### src/rtl/mux_nto1_pipe.sv
// Pipelined NUM_IN-to-1 word multiplexer with valid/ready on both sides and a two-entry skid buffer.
// Optional out-of-range select detection is enabled by defining MUXN_RANGE_CHECK_EN.
module mux_nto1_pipe #(
    parameter int WIDTH  = 32,
    parameter int NUM_IN = 4,
    parameter int SEL_W  = 2
) (
    input  logic                    clk,
    input  logic                    rst_n,
    input  logic [NUM_IN*WIDTH-1:0] in_data,
    input  logic [SEL_W-1:0]        in_sel,
    input  logic                    in_valid,
    output logic                    in_ready,
    output logic [WIDTH-1:0]        out_data,
    output logic [SEL_W-1:0]        out_sel,
    output logic                    out_err,
    output logic                    out_valid,
    input  logic                    out_ready
);

    typedef enum logic [1:0] {
        ST_EMPTY,
        ST_ONE,
        ST_TWO
    } state_e;

    typedef struct packed {
        logic [WIDTH-1:0] data;
        logic [SEL_W-1:0] sel;
        logic             err;
    } entry_t;

    state_e state_q, state_d;
    entry_t main_q, main_d;
    entry_t skid_q, skid_d;
    entry_t cap;
    logic   in_ready_q;
    logic   out_valid_q;
    logic   in_xfer;
    logic   out_xfer;

    // Word selection; unmatched selects fall back to word 0.
    always_comb begin
        cap.data = in_data[WIDTH-1:0];
        cap.sel  = in_sel;
        cap.err  = 1'b0;
        for (int i = 1; i < NUM_IN; i++) begin
            if (in_sel == SEL_W'(i)) begin
                cap.data = in_data[i*WIDTH +: WIDTH];
            end
        end
`ifdef MUXN_RANGE_CHECK_EN
        if (32'(in_sel) >= NUM_IN) begin
            cap.data = '0;
            cap.err  = 1'b1;
        end
`endif
    end

    assign in_xfer  = in_valid & in_ready_q;
    assign out_xfer = out_valid_q & out_ready;

    always_comb begin
        state_d = state_q;
        main_d  = main_q;
        skid_d  = skid_q;
        case (state_q)
            ST_EMPTY: begin
                if (in_xfer) begin
                    main_d  = cap;
                    state_d = ST_ONE;
                end
            end
            ST_ONE: begin
                if (in_xfer && out_xfer) begin
                    main_d = cap;
                end else if (in_xfer) begin
                    skid_d  = cap;
                    state_d = ST_TWO;
                end else if (out_xfer) begin
                    state_d = ST_EMPTY;
                end
            end
            ST_TWO: begin
                if (out_xfer) begin
                    main_d  = skid_q;
                    state_d = ST_ONE;
                end
            end
            default: state_d = ST_EMPTY;
        endcase
    end

    // NOTE: handshake flags are registered from the next state so neither
    // in_ready nor out_valid has a combinational path from out_ready.
    always_ff @(posedge clk or negedge rst_n) begin
        if (!rst_n) begin
            state_q     <= ST_EMPTY;
            main_q      <= '0;
            skid_q      <= '0;
            in_ready_q  <= 1'b0;
            out_valid_q <= 1'b0;
        end else begin
            state_q     <= state_d;
            main_q      <= main_d;
            skid_q      <= skid_d;
            in_ready_q  <= (state_d != ST_TWO);
            out_valid_q <= (state_d != ST_EMPTY);
        end
    end

    assign in_ready  = in_ready_q;
    assign out_valid = out_valid_q;
    assign out_data  = main_q.data;
    assign out_sel   = main_q.sel;
    assign out_err   = main_q.err;

endmodule

### config.mk
export PLATFORM = sky130hd
export DESIGN_NAME = mux_nto1_pipe
export DESIGN_NICKNAME = d
export VERILOG_FILES = /design/src/rtl/mux_nto1_pipe.sv
export SDC_FILE = /design/constraint.sdc
export NUM_CORES = 1
export LEC_CHECK = 0
export ABC_AREA = 1
export CAP_MARGIN = 40
export CORE_AREA = 8 8 107 109
export DETAILED_ROUTE_END_ITERATION = 12
export DIE_AREA = 0 0 115 117
export PLACE_DENSITY = 0.86
export SYNTH_ARGS = -nofsm -noshare
export SYNTH_HDL_FRONTEND = slang
export SYNTH_SLANG_ARGS = --single-unit
### constraint.sdc
create_clock -name clk -period 3.4 [get_ports clk]
set_clock_uncertainty 0.2 [all_clocks]
set_input_delay 0.68 -clock clk [delete_from_list [all_inputs] [get_ports clk]]
set_output_delay 0.68 -clock clk [all_outputs]
set_load 0.02 [all_outputs]
==> flow_summary.json <==
{
  "diodes": 0,
  "htreeDepth": 3,
  "crit_slowest_cell": "clkdlybuf4s50_1",
  "cp_cell_sequence": "clkdlybuf4s50_1 -> inv_2 -> nand2_1 -> buf_12 -> nand3_1 -> nand3_1 -> nand3_1 -> nand2_1 -> nand2_1",
  "tightest_slew_ns": 0.599,
  "critical_path_required_ns": 3.44,
  "dpl_cell_area_um2": 6100,
  "clock.fmax_ghz": 0.422,
  "stdcell_count": 952,
  "port_buffers": 169,
  "slew_headroom_pct": 60.0,
  "yosysWarnings": 0,
  "path_class": "primary input to flip-flop",
  "arrival_ns": 2.41,
  "grt_max_degree": 69,
  "grt_overflow": 0,
  "hold_buffers": 0,
  "synth_seq_cells": 72,
  "critPathLaunchType": "primary input",
  "wl_per_cell_um": 14.4,
  "fin_ws_ns": 1.03,
  "area.growth.synth_to_final_pct": 46.6,
  "fp-row-count": 37,
  "hold_viol": 0,
  "leakage_nw": 3.17,
  "grt_pass1_vias": 4646,
  "clkSinkCount": 72,
  "rsz0062_at_grt": "false",
  "clockBufferDepth": 2,
  "grt.total_usage_pct": 21.1,
  "num_io_pins": 171,
  "setup_viol": 0,
  "die-width_um": 115,
  "start_util_pct": 43.4,
  "placedCellCount": 936,
  "layout_commonest_cell": "nand2_1",
  "synth_top_cell_by_area": "dfrtp_1",
  "cts_buffers": 9,
  "final_cell_mix": "nand2_1 (239), clkdlybuf4s50_1 (168), nor2_1 (99), nand3_1 (92), dfrtp_1 (72)",
  "synth.top_cell.area_share_pct": 41.9,
  "drive_gt1_share_pct": 4.41,
  "irDropWorstVdd_v": 0.000462,
  "ys_types": 19,
  "cpPeakStageDelay_ns": 0.58,
  "final_area_um2": 6300,
  "vias": 4742,
  "cts-root-buf": "clkbuf_8",
  "post-route-util_pct": 63.6,
  "dr.first_iter.drc_count": 306,
  "outcome": "finished clean",
  "fin_tns_setup_ns": 0,
  "wl_mm": 13.7,
  "nNetsFinal": 945,
  "hp-class": "primary input to async pin",
  "avgSynthCellArea_um2": 6.50,
  "power_density_nw_per_um2": 703,
  "die_h_um": 117,
  "gp_congestion": 0.862,
  "viasPerCell": 4.98,
  "syn_nets": 796,
  "fp.dieArea_um2": 13500,
  "pre_cts_slack_ns": 0.664,
  "crit_fanout": 17,
  "antenna_found_initial": 0,
  "insertion_delay_ns": 0.35,
  "seq_area_frac_synth_pct": 41.9,
  "drv_cap": 0,
  "cts_resized": 0,
  "drc": 0,
  "core_um2": 9910,
  "ant_nets": 0,
  "syn_area_um2": 4300,
  "clk_pin_slew_ns": 0.09,
  "cp-end-kind": "flip-flop",
  "cts_tree": "built",
  "grt_pass1_wl_mm": 22.4,
  "slew_viol_final": 0,
  "synth_area_leaders": "dfrtp_1 (42%), nand2_1 (21%), nand3_1 (11%)",
  "min_period_ns": 2.37,
  "first_pass_iters": 5,
  "ff2ff_path_depth": 8,
  "dp_hpwl_mm": 10.0,
  "post-cts-setup-buffers": 0,
  "syn_inst": 662,
  "period_share_pct": 69.7
}
==> final timing paths <==
kind	from	slack, ns	endpoint
min reg2reg	out_data[26]	0.28	out_data[26]
max	in_sel[0]	1.03	out_data[11]
min in group clk	out_data[26]	0.28	out_data[26]
min	rst_n	0.07	out_valid
max reg2reg	out_valid	1.53	skid_q[16]
max in group asynchronous	rst_n	2.35	out_data[10]
==> per-stage QoR <==
step,hold slack (ns),power (mW)
6_report,0.0744,4.43
5_1_grt,0.102,4.81
4_1_cts,0.0799,4.46
3_5_place_dp,0.264,3.75
3_3_place_gp,0.261,3.67
2_1_floorplan,0.184,2.85
==> synth_stat cells <==
library cell	instances
o21ai_1	2
buf_6	3
buf_4	1
nand2_2	1
inv_1	66
conb_1	1
clkbuf_1	9
dfrtp_1	72
a211oi_1	1
nand3_1	93
nor2_1	99
buf_2	28
a31oi_1	32
inv_2	4
or2_1	1
a21oi_1	1
or2_2	2
nand2_1	239
o21ai_0	7
==> critical path: cells and delay by family <==
kind          cells  cell delay [ns]
buf+inv           3             0.86
simple gates      6             0.85
==> power breakdown <==
part           switching (mW)  internal (mW)  total, mW
clock                   0.354          0.347      0.701
combinational            1.25          0.966       2.21
sequential              0.226           1.29       1.51
==> kinds of logic after synthesis <==
family	count (synthesis)	synth area share, %
flip-flops	72	41.9
AND/OR/NAND/NOR	435	40.9
buffers and inverters	111	11.1
AO/OA/AOI/OAI	43	5.99
other	1	0.0872
==> sequential cells by signal (all words and copies together), names as in the netlist <==
name / flops
skid_q: 34
out_data: 32
out_sel: 2
state_q: 2
in_ready: 1
out_valid: 1
==> layer usage <==
metal	vias up	part of all wire (%)	global-route usage [%]
li1	2351	-	-
met1	2171	41	25.6
met2	201	49	35.7
met3	19	8.4	5.18
met4	0	2.0	7.44
met5	-	0	0
==> area by class of cell <==
cell class,count,area (µm²)
flip-flops and latches,72,1800
fillers,915,3600
repair buffers,179,1840
clock inverters,7,78.8
multi-input cells,479,2030
inverters,70,263
well taps,136,170
clock buffers,9,124
No activity file was read; power rests on OpenSTA's default activity.
